--- config.mk ---
export PLATFORM = sky130hd
export DESIGN_NAME = product_serializer
export DESIGN_NICKNAME = d
export VERILOG_FILES = /design/src/rtl/product_serializer.sv
export SDC_FILE = /design/constraint.sdc
export NUM_CORES = 1
export LEC_CHECK = 0
export BUFFER_PORTS_ARGS = -buffer_cell sky130_fd_sc_hd__buf_4
export CAP_MARGIN = 20
export CORE_AREA = 2 2 325 327
export DETAILED_ROUTE_END_ITERATION = 7
export DIE_AREA = 0 0 327 329
export GPL_TIMING_DRIVEN = 0
export PLACE_DENSITY_LB_ADDON = 0.25
export SYNTH_ARGS = -nofsm -noshare
export SYNTH_HDL_FRONTEND = slang
export SYNTH_SLANG_ARGS = --single-unit
--- constraint.sdc ---
create_clock -name clk -period 1.85 [get_ports clk]
set_clock_uncertainty 0.1 [all_clocks]
set_input_delay 0.37 -clock clk [delete_from_list [all_inputs] [get_ports clk]]
set_output_delay 0.37 -clock clk [all_outputs]
set_load 0.005 [all_outputs]
--- src/rtl/product_serializer.sv ---
// Wide-product serializer: captures one WIDTH-bit product and streams it out
// as NW words of WORD bits, least-significant word first, with valid/ready handshakes.
module product_serializer #(
    parameter int WIDTH = 768,
    parameter int WORD  = 64
) (
    input  logic             clk,
    input  logic             rst,
    input  logic             in_valid,
    input  logic [WIDTH-1:0] in_data,
    output logic             in_ready,
    output logic             out_valid,
    output logic [WORD-1:0]  out_data,
    output logic             out_last,
    input  logic             out_ready,
    output logic             busy
);

    localparam int NW = WIDTH / WORD;
    localparam int CW = (NW > 1) ? $clog2(NW) : 1;
    localparam logic [CW-1:0] LAST_IDX = CW'(NW - 1);

    typedef enum logic {
        IDLE,
        SEND
    } state_t;

    state_t           state, state_nxt;
    logic [WIDTH-1:0] buffer, buffer_nxt;
    logic [CW-1:0]    count, count_nxt;

    // NOTE: the product buffer is reset too, so out_data reads zero while rst is low.
    always_ff @(posedge clk or negedge rst) begin
        if (!rst) begin
            state  <= IDLE;
            buffer <= '0;
            count  <= '0;
        end else begin
            // NOTE: non-blocking assignments keep every register updating from pre-edge values.
            state  <= state_nxt;
            buffer <= buffer_nxt;
            count  <= count_nxt;
        end
    end

    // NOTE: hold values are assigned first so no path through this block infers a latch.
    always_comb begin
        state_nxt  = state;
        buffer_nxt = buffer;
        count_nxt  = count;
        unique case (state)
            IDLE: begin
                if (in_valid) begin
                    buffer_nxt = in_data;
                    count_nxt  = '0;
                    state_nxt  = SEND;
                end
            end
            SEND: begin
                if (out_ready) begin
                    buffer_nxt = buffer >> WORD;
                    if (count == LAST_IDX) begin
                        // Counter wraps to 0 rather than passing NW-1.
                        count_nxt = '0;
                        state_nxt = IDLE;
                    end else begin
                        count_nxt = count + 1'b1;
                    end
                end
            end
            default: state_nxt = IDLE;
        endcase
    end

    // Handshake outputs decode registered state only; nothing depends on out_ready or in_valid.
    assign in_ready  = (state == IDLE);
    assign out_valid = (state == SEND);
    assign busy      = (state == SEND);
    assign out_last  = (state == SEND) && (count == LAST_IDX);
    assign out_data  = buffer[WORD-1:0];

endmodule

== Word level (Yosys, flattened, before mapping) ==
Index checks and enable logic that the tools add are counted.

* Register bits after elaboration: 773
* Output and inout bits: 68
* Logic and storage cells: 21
* Input port bits: 772

* Bitwise gates (word level): 1
* Multiplexer cells: 11
* Reduce and logical (&&, ||, !) cells: 2
* Equal/unequal tests: 3
* Add/sub/neg operators: 1

{| class="wikitable"
|+ Operator list
! cell !! count
|-
| $mux W768 || 2
|-
| $pmux W768 S2 || 1
|-
| $mux W4 || 3
|-
| $pmux W4 S2 || 1
|-
| $add A4 B1 Y4 const B || 1
|-
| $eq A4 B4 Y1 const B || 1
|-
| $ne A2 B2 Y1 const B || 2
|-
| $mux W1 || 3
|-
| $pmux W1 S2 || 1
|-
| $reduce_and A2 Y1 || 1
|-
| $logic_and A1 B1 Y1 || 1
|-
| $not A1 Y1 || 1
|}

== Logic depth before layout (Yosys ltp) ==
Gate-level depths: netlist (run 1).

* Depth in word-level cells: 4
* Mapped depth: 7
* Depth with buffers taken out: 4

== Worst setup path before layout (run 1) ==
OpenSTA, ideal clock, no wires.

* Kind: reg2reg
* From: register state, in the netlist busy
* To: register buffer[35]
* Arrival: 1.450 ns
* Path buffers: 4
* Period minus slack after synthesis: 1.626 ns
* Data required time: 1.675 ns
* Cell stages (with the launch flop): 8
* Setup time: 0.075 ns
* Path slack: 0.224 ns
* Cell sequence: dfrtp_1 -> mux2i_2 -> buf_6 -> buf_12 -> buf_12 -> buf_12 -> nand2_2 -> o21ai_2

* Cells in the longest elaborated chain, start to end: 3
* Elaborated cells on any way between the ends: 5
* Classes of those cells: eq/ne (2); mux (1); bitwise (1); reduce/logical (1)

{| class="wikitable"
|+ RTL lines
! what !! RTL line !! RTL
|-
| start, declared || 28 || <nowiki>state_t state, state_nxt;</nowiki>
|-
| start signal, assigned || 40 || <nowiki>state <= state_nxt;</nowiki>
|-
| $not A1 Y1 || n/a ||
|-
| $ne A2 B2 Y1 (no line) || n/a ||
|-
| $reduce_and A2 Y1 (no line) || n/a ||
|-
| end signal, assigned || 41 || <nowiki>buffer <= buffer_nxt;</nowiki>
|-
| end, declared || 29 || <nowiki>logic [WIDTH-1:0] buffer, buffer_nxt;</nowiki>
|}

Parallel ways exist; a longest one is shown, timed or not.
A chain may end at the register's enable or synchronous reset.

== Worst setup path after layout (run 1) ==
* From: register state, in the netlist busy
* To: output out_last

* Cells in the longest elaborated chain, start to end: 1

{| class="wikitable"
|+ RTL lines
! what !! RTL line !! RTL
|-
| $logic_and A1 B1 Y1 || 79 || <nowiki>assign out_last = (state == SEND) && (count == LAST_IDX);</nowiki>
|-
| end, declared || 14 || <nowiki>output logic out_last,</nowiki>
|}

No other way between the ends.

==> results.toml, run 1 <==
[outcome]
status = "finished with violations"
violations = "hold timing, setup timing"

[synth]
synth_compound_area_share_pct = 16.3
syn-cell-area_um2 = 40100
syn_area_per_cell_um2 = 12.2
synth_cells = 3287
synth_top_area_share_pct = 48.2
synth-seq-area-share_pct = 48.2
synth_mux_area_share_pct = 17.7
ys_types = 28
yosys.area_share.simple_pct = 10.6
synth_fp_nets = 4060
yosys_warnings = 0
synth_area_leader_cell = "dfrtp_1"
synth_top_family_by_area = "multiplexers"
ys_top_cells_by_area = "dfrtp_1 (48%), mux2i_1 (18%), o21ai_2 (14%)"
yosys_register_bits = 773
synthAdderAreaFrac_pct = 0.0312
synth-xor-area-share_pct = 0.0218

[global_routing]
first_global_vias = 33900
grt_usage_pct = 25.6
grt_pass1_wl_um = 208000
antenna_found_initial = 60
grt_max_degree = 116
grt_overflow = 0

[floorplan]
die_y_um = 329
initial_utilization_pct = 38.4
io_pins = 840
row_count = 119
core_um2 = 104000
die_area_um2 = 108000
dieWidth_um = 327

[worst_setup_path]
cp.required_ps = 1380
startpoint_type = "register"
rr_worst_depth = 10
endpoint_kind = "output pin"
crit_path_max_fanout = 4
worstPathArrival_ps = 1740
crit_type = "reg -> out"

[place]
dpl-instance-area_um2 = 48300
place_hpwl_um = 105000
dpl_worst_slack_ps = -1090
port_buffers = 839
finalWeightedCongestion = 0.818

[timing]
fmax_mhz = 452
layout_min_cycle_time_ps = 2210
hold_ws_ps = -528
setup_viol = 773
maxSlewHeadroom_pct = 53.6
fin_setup_tns_ps = -162440
layout_setup_ws_ps = -361
rsz0062_at_grt = "true"
hold_viol = 247
worst_pin_slew_ps = 695
drv_slew = 0
fin_crit_sh_pct = 120

[clocking]
cts_tree = "built"
cts_hold_buf = 770
root_buffer = "clkbuf_16"
insertion_delay_ps = 680
cts_buffers = 91
clk_pin_slew_ps = 60
cts_max_path_buffers = 3
cts_max_level = 3
cts_sinks = 773

[detailed_routing]
dr.pass1.iters = 6
routed_via_density = 4.75
ant_nets = 0
drc = 0
drt_iter0_drc = 1273
wl_per_cell_um = 21.8
vias = 31200
wl_um = 143000

[power]
power.switching_mw = 21.3
comb_power_share_pct = 30.8
seq_power_share_pct = 39.3
ir_worst_vdd_uv = 727
leakagePower_nw = 31.9
swShare_pct = 32.6
power.internal_mw = 44.0
pwr-share-clk_pct = 29.9
finalPower_mw = 65.3
power_density_nw_per_um2 = 1080

[min_path]
hp-class = "in -> async"

[finish]
syn2layout_area_growth_pct = 51.1
layout-drive-gt1-share_pct = 51.2
nets = 5807
final_area_um2 = 60600

[run]
maxCapViolCount = 0
worst paths after layout:
| check | start | endpoint | slack, ps |
|---|---|---|---|
| worst max-delay path | busy | out_last | -360 |
| worst min-delay path | rst | buffer[23] | -530 |
| worst max register to register | busy | buffer[151] | -290 |
| worst min register to register | buffer[14] | buffer[14] | 370 |
| max in group asynchronous | rst | buffer[622] | 350 |
| min in group clk | in_valid | count[3] | 130 |
power groups by stage:
stage          logic [mW]  registers, mW  clock network (mW)
3_5_place_dp         18.0           26.0                   0
3_3_place_gp         17.6           25.8                   0
2_1_floorplan        12.6           24.8                   0
4_1_cts              19.8           25.7                19.9
6_report             20.1           25.7                19.5
5_1_grt              21.9           26.3                20.6
cell usage after synthesis, drive strengths merged:
cell type	n
nand2	708
dfrtp	773
xor2	1
o2bb2ai	1
ha	1
nor2	2
o31ai	2
inv	1
and3	1
nor2b	2
buf	297
nand3	1
a22o	65
mux2	1
a31oi	1
mux2i	706
and2	1
o21ai	706
clkbuf	17
stage by stage:
step | cells | util, %
2_1_floorplan | 3287 | -
3_3_place_gp | 5517 | 46.1
3_5_place_dp | 5524 | 46.3
4_1_cts | 6480 | 57.2
5_1_grt | 6546 | 58.0
6_report | 6559 | 58.1
state kept, by name (all words and copies together), names as in the netlist:
register / flops
buffer: 768
busy: 1
count: 4
critical path: stages, from the launching register on:
cell and delay (ps):
dfrtp_2 430, buf_12 140, buf_12 120, buf_12 120, and3_4 140, buf_6 110
repair_timing:
action | CTS | global route
pin swaps | 0 | 1
gates cloned | 3 | 17
setup buffers | 12 | 7
hold endpoints to repair | 1019 | 195
resized for setup | 60 | 82
setup endpoints to repair | 910 | 908
cell families (layout without fill, tap and decap cells):
family,after synthesis,after routing
compound gates,775,775
fa+ha+maj,1,1
flops,773,773
xor+xnor,1,1
other cells,0,56
buf+inv,315,2140
simple gates,715,715
mux,707,707
cell type report:
class	count	area, um2
Fill cell	8709	43800
Sequential cell	773	19300
Multi-Input combinational cell	2199	17900
Tap cell	1391	1740
Timing Repair Buffer	1654	14900
Clock inverter	48	649
Clock buffer	123	2610
Inverter	1	3.75
Buffer	314	3250
Antenna cell	56	140
cells in the final DEF, fill, tap and decap left out, types with 2 or more instances in the layout:
cell           synthesis  routed
clkbuf_2               8       5
dfrtp_1              773     772
nand2_2              615     615
mux2i_2                1       6
o21ai_1               59      59
dlygate4sd3_1          0     770
buf_6                 16      14
nand2_1               93      93
mux2i_4                0       3
o31ai_1                2       2
o21ai_2              639     639
nor2_1                 2       2
clkinv_2               0      22
a22o_1                65      65
clkbuf_1               9      19
o21ai_0                8       8
bufinv_16              0      12
clkbuf_16              0     110
inv_6                  0       4
buf_12                70      73
buf_4                 66     941
clkbuf_4               0      32
inv_16                 0       3
buf_8                  1       4
clkbuf_8               0      17
clkinvlp_4             0       5
mux2i_1              705     697
buf_2                144      85
diode_2                0      56
buf_16                 0      21
per-layer routing:
layer | routed length [um] | vias up | global-route usage, %
met5 | 111 | - | 0
met4 | 5510 | 18 | 10.7
met3 | 6860 | 299 | 4.60
met2 | 73100 | 916 | 45.7
met1 | 57300 | 14900 | 30.4
li1 | - | 15000 | -
No activity file was read; power rests on OpenSTA's default activity.
==> run 2: changes to the inputs <==
- SETUP_SLACK_MARGIN: default -> 0.4
==> results.toml, run 2 (same netlist as run 1, synthesis figures left out) <==
[outcome]
status = "finished with violations"
violations = "hold timing, setup timing"

[place]
dpl-instance-area_um2 = 48400
port_buffers = 839
finalWeightedCongestion = 0.827
place_hpwl_um = 104000

[finish]
syn2layout_area_growth_pct = 66.6
final_area_um2 = 66800
final_common_cell = "buf_4"
fillerInstances = 7593
layout-drive-gt1-share_pct = 54.8
final_util_pct = 64.0
nets = 5926
mostFrequentLayoutCells = "buf_4 (957), dfrtp_1 (772), dlygate4sd3_1 (770)"
largest_reg_flops = 768
top_register = "buffer"

[global_routing]
first_global_vias = 35600
grt_overflow = 0
grt_usage_pct = 27.3
grt_pass1_wl_um = 220000
grt_max_degree = 121
antenna_found_initial = 59

[clocking]
cts_max_level = 3
cts_max_path_buffers = 3
insertion_delay_ps = 680
cts_sinks = 773
root_buffer = "clkbuf_16"
cts_buffers = 90
cts_tree = "built"
clk_pin_slew_ps = 60
cts_hold_buf = 770

[floorplan]
initial_utilization_pct = 38.4
dieWidth_um = 327
die_area_um2 = 108000
die_y_um = 329
io_pins = 840
row_count = 119
core_um2 = 104000

[detailed_routing]
wl_per_cell_um = 23.7
vias = 33000
drc = 0
wl_um = 158000
dr.pass1.iters = 5
drt_iter0_drc = 1521
ant_nets = 0
routed_via_density = 4.96

[worst_setup_path]
cp.required_ps = 2290
crit_path_max_fanout = 6
worstPathArrival_ps = 2700
crit_type = "reg -> reg"
endpoint_kind = "register"
startpoint_type = "register"

[timing]
setup_viol = 775
hold_ws_ps = -463
fmax_mhz = 443
maxSlewHeadroom_pct = 52.7
layout_min_cycle_time_ps = 2260
drv_slew = 0
fin_crit_sh_pct = 122
layout_setup_ws_ps = -409
hold_viol = 77
worst_pin_slew_ps = 709
rsz0062_at_grt = "true"

[power]
swShare_pct = 34.4
ir_worst_vdd_uv = 949
comb_power_share_pct = 34.4
power.switching_mw = 23.9
finalPower_mw = 69.6
seq_power_share_pct = 39.5
power_density_nw_per_um2 = 1040
leakagePower_nw = 38.1
power.internal_mw = 45.7
pwr-share-clk_pct = 26.2

[min_path]
hp-class = "in -> async"

[run]
maxCapViolCount = 0
==> run 2: timing repair <==
action,4_1_cts,5_1_grt
hold endpoints to repair,842,70
gates cloned,57,45
endpoints found under the setup margin,1061,1180
resized for setup,551,455
pin swaps,76,39
setup buffers,49,7
==> run 2: metal layers <==
| layer | wire, um | up-vias | GRT usage [%] |
|---|---|---|---|
| li1 | - | 15300 | - |
| met3 | 6930 | 420 | 4.67 |
| met1 | 59900 | 16300 | 31.5 |
| met4 | 7610 | 18 | 11.6 |
| met2 | 83700 | 1089 | 49.7 |
| met5 | 115 | - | 0 |
==> run 2: final cells by class <==
class                           count  area, um2  share of cell area [%]
Multi-Input combinational cell   2199      21400                    32.0
Sequential cell                   773      19300                    29.0
Timing Repair Buffer             1774      17700                    26.6
Buffer                            314       3460                    5.18
Clock buffer                      138       2780                    4.16
Tap cell                         1391       1740                    2.61
Clock inverter                     17        200                   0.300
Antenna cell                       57        143                   0.214
Inverter                            1       3.75                 0.00562
==> run 2: worst max-delay path, stage by stage, from the launching register on <==
cell	delay [ps]
dfrtp_2	440
buf_6	140
mux2i_4	180
buf_12	150
buf_16	130
buf_16	140
buf_8	130
buf_12	120
buf_12	120
buf_16	150
clkbuf_16	170
nand2_2	60
o21ai_2	50
==> run 2: power groups by stage <==
stage | Combinational, mW | Sequential, mW | Clock [mW]
finish | 23.9 | 27.4 | 18.2
global route | 25.6 | 28.0 | 19.1
CTS | 22.1 | 26.4 | 18.5
detailed placement | 18.4 | 26.0 | 0
global placement | 18.0 | 25.9 | 0
floorplan | 12.9 | 24.9 | 0
==> run 2: path summary, 6_finish.rpt <==
path,cells after the start,slack (ps),to,from
worst min-delay path,1,-460,buffer[24],rst
worst max register to register,12,-410,buffer[483],busy
worst min register to register,2,380,buffer[145],buffer[145]
worst max-delay path,12,-410,buffer[483],busy
max in group asynchronous,4,150,buffer[744],rst
min in group clk,4,130,count[3],out_ready
==> run 2: per-stage QoR <==
step           hold WS [ps]  setup TNS (ps)  std cells  worst slack, ps
2_1_floorplan         -25.6               0       3287              226
3_3_place_gp            361        -7365020       5517            -9130
3_5_place_dp            263         -603400       5524             -764
4_1_cts                -471         -163350       6555             -414
5_1_grt                -441         -233460       6650             -430
6_report               -463         -209150       6664             -409
==> run 3: changes to the inputs <==
- SKIP_CTS_REPAIR_TIMING: default -> 1
- clock period: 1.85 -> 2.1 ns (I/O delays scaled with it)
==> results.toml, run 3 (same netlist as run 1, synthesis figures left out) <==
[outcome]
status = "finished with violations"
violations = "hold timing, setup timing"

[place]
dp.cells = 5524
finalWeightedCongestion = 0.818
port_buffers = 839
dpl_worst_slack_ps = -892
place_hpwl_um = 105000

[run]
maxCapViolCount = 0

[clocking]
insertion_delay_ps = 680
root_buffer = "clkbuf_16"
cts_buffers = 91
cts_max_path_buffers = 3
cts_max_level = 3
cts_sinks = 773
cts_tree = "built"
clk_pin_slew_ps = 60

[worst_setup_path]
startpoint_type = "register"
path_depth = 5
endpoint_kind = "output pin"
worstPathCellList = "buf_12 -> buf_12 -> buf_12 -> and3_4 -> buf_6"
crit_buf_inv = 4
r2r_start = "busy"
cp_slowest_cell = "dfrtp_2"
cpMostUsedCell = "buf_12"
crit_type = "reg -> out"
rr_worst_depth = 11
crit_family = "buffers and inverters"
cp.required_ps = 1580
worst_path_largest_cell_delay_ps = 430
r2r-end = "buffer[76]"
crit_path_max_fanout = 5
rrSetupSlack_ps = -130
worstPathArrival_ps = 1780

[detailed_routing]
ant_nets = 0
dr.pass1.iters = 5
vias = 30900
drt_iter0_drc = 1278
routed_via_density = 4.74
drc = 0
wl_um = 141000
wl_per_cell_um = 21.6

[timing]
setup_viol = 310
drv_slew = 0
fin_crit_sh_pct = 109
fmax_mhz = 435
fin_setup_tns_ps = -24320
layout_setup_ws_ps = -199
maxSlewHeadroom_pct = 54.7
rsz0062_at_grt = "true"
hold_viol = 61
hold_ws_ps = -423
layout_min_cycle_time_ps = 2300
worst_pin_slew_ps = 679

[power]
ir_worst_vdd_uv = 654
power_density_nw_per_um2 = 956
leakagePower_nw = 31.6

[finish]
top_register = "buffer"
mostFrequentLayoutCells = "buf_4 (923), dfrtp_1 (772), dlygate4sd3_1 (754)"
largest_reg_flops = 768
stdcell_count = 6516
multi_input_area_um2 = 17900
nets = 5781
syn2layout_area_growth_pct = 49.3
layout-drive-gt1-share_pct = 51.2
final_common_cell = "buf_4"
fillerInstances = 8797
seqCellArea_um2 = 19300

[floorplan]
die_y_um = 329
core_um2 = 104000
io_pins = 840
dieWidth_um = 327
die_area_um2 = 108000
row_count = 119
initial_utilization_pct = 38.4

[global_routing]
grt_overflow = 0
first_global_vias = 29100
grt_usage_pct = 23.8
grt_pass1_wl_um = 190000
grt_max_degree = 116
antenna_found_initial = 45

[min_path]
hp-class = "in -> async"
run 3: how the worst max path moves through the flow:
stage	slack, ps	start	end
6_report	-200	busy	out_last
5_1_grt	-240	busy	out_last
4_1_cts	-1050	busy	out_last
3_5_place_dp	-890	rst	buffer[759]
3_3_place_gp	-9060	rst	buffer[761]
2_1_floorplan	430	busy	out_last
run 3: final cells by class:
cell class,instances,area share [%]
tap,1391,2.91
clock inverter,48,1.08
buffer,314,5.11
multi-input combinational,2199,29.9
inverter,1,0.00627
timing repair buffer,1628,24.1
clock buffer,123,4.36
antenna,39,0.163
sequential,773,32.3
run 3: metrics by stage:
step                      hold WS, ps  instance area, um2  power [mW]  util (%)
final                            -423               59900        57.2      57.4
after global routing             -427               59800        60.3      57.3
after CTS                        -458               51600        56.1      49.4
after detailed placement          288               48300        38.8      46.3
after global placement            361               48100        38.3      46.1
after floorplan                  24.4               40100        33.0         -
run 3: where the power goes:
part	leakage (nW)	internal [mW]	total [mW]	switching [mW]
logic	19.3	9.00	17.4	8.41
registers	10.7	19.3	22.6	3.32
clock network	1.61	10.3	17.2	6.92
run 3: routing by layer:
metal	GRT usage (%)	vias up	wire [um]
li1	-	14900	-
met1	28.3	14800	56800
met2	42.8	838	72900
met3	5.64	273	6510
met4	6.70	18	4160
met5	0	-	118
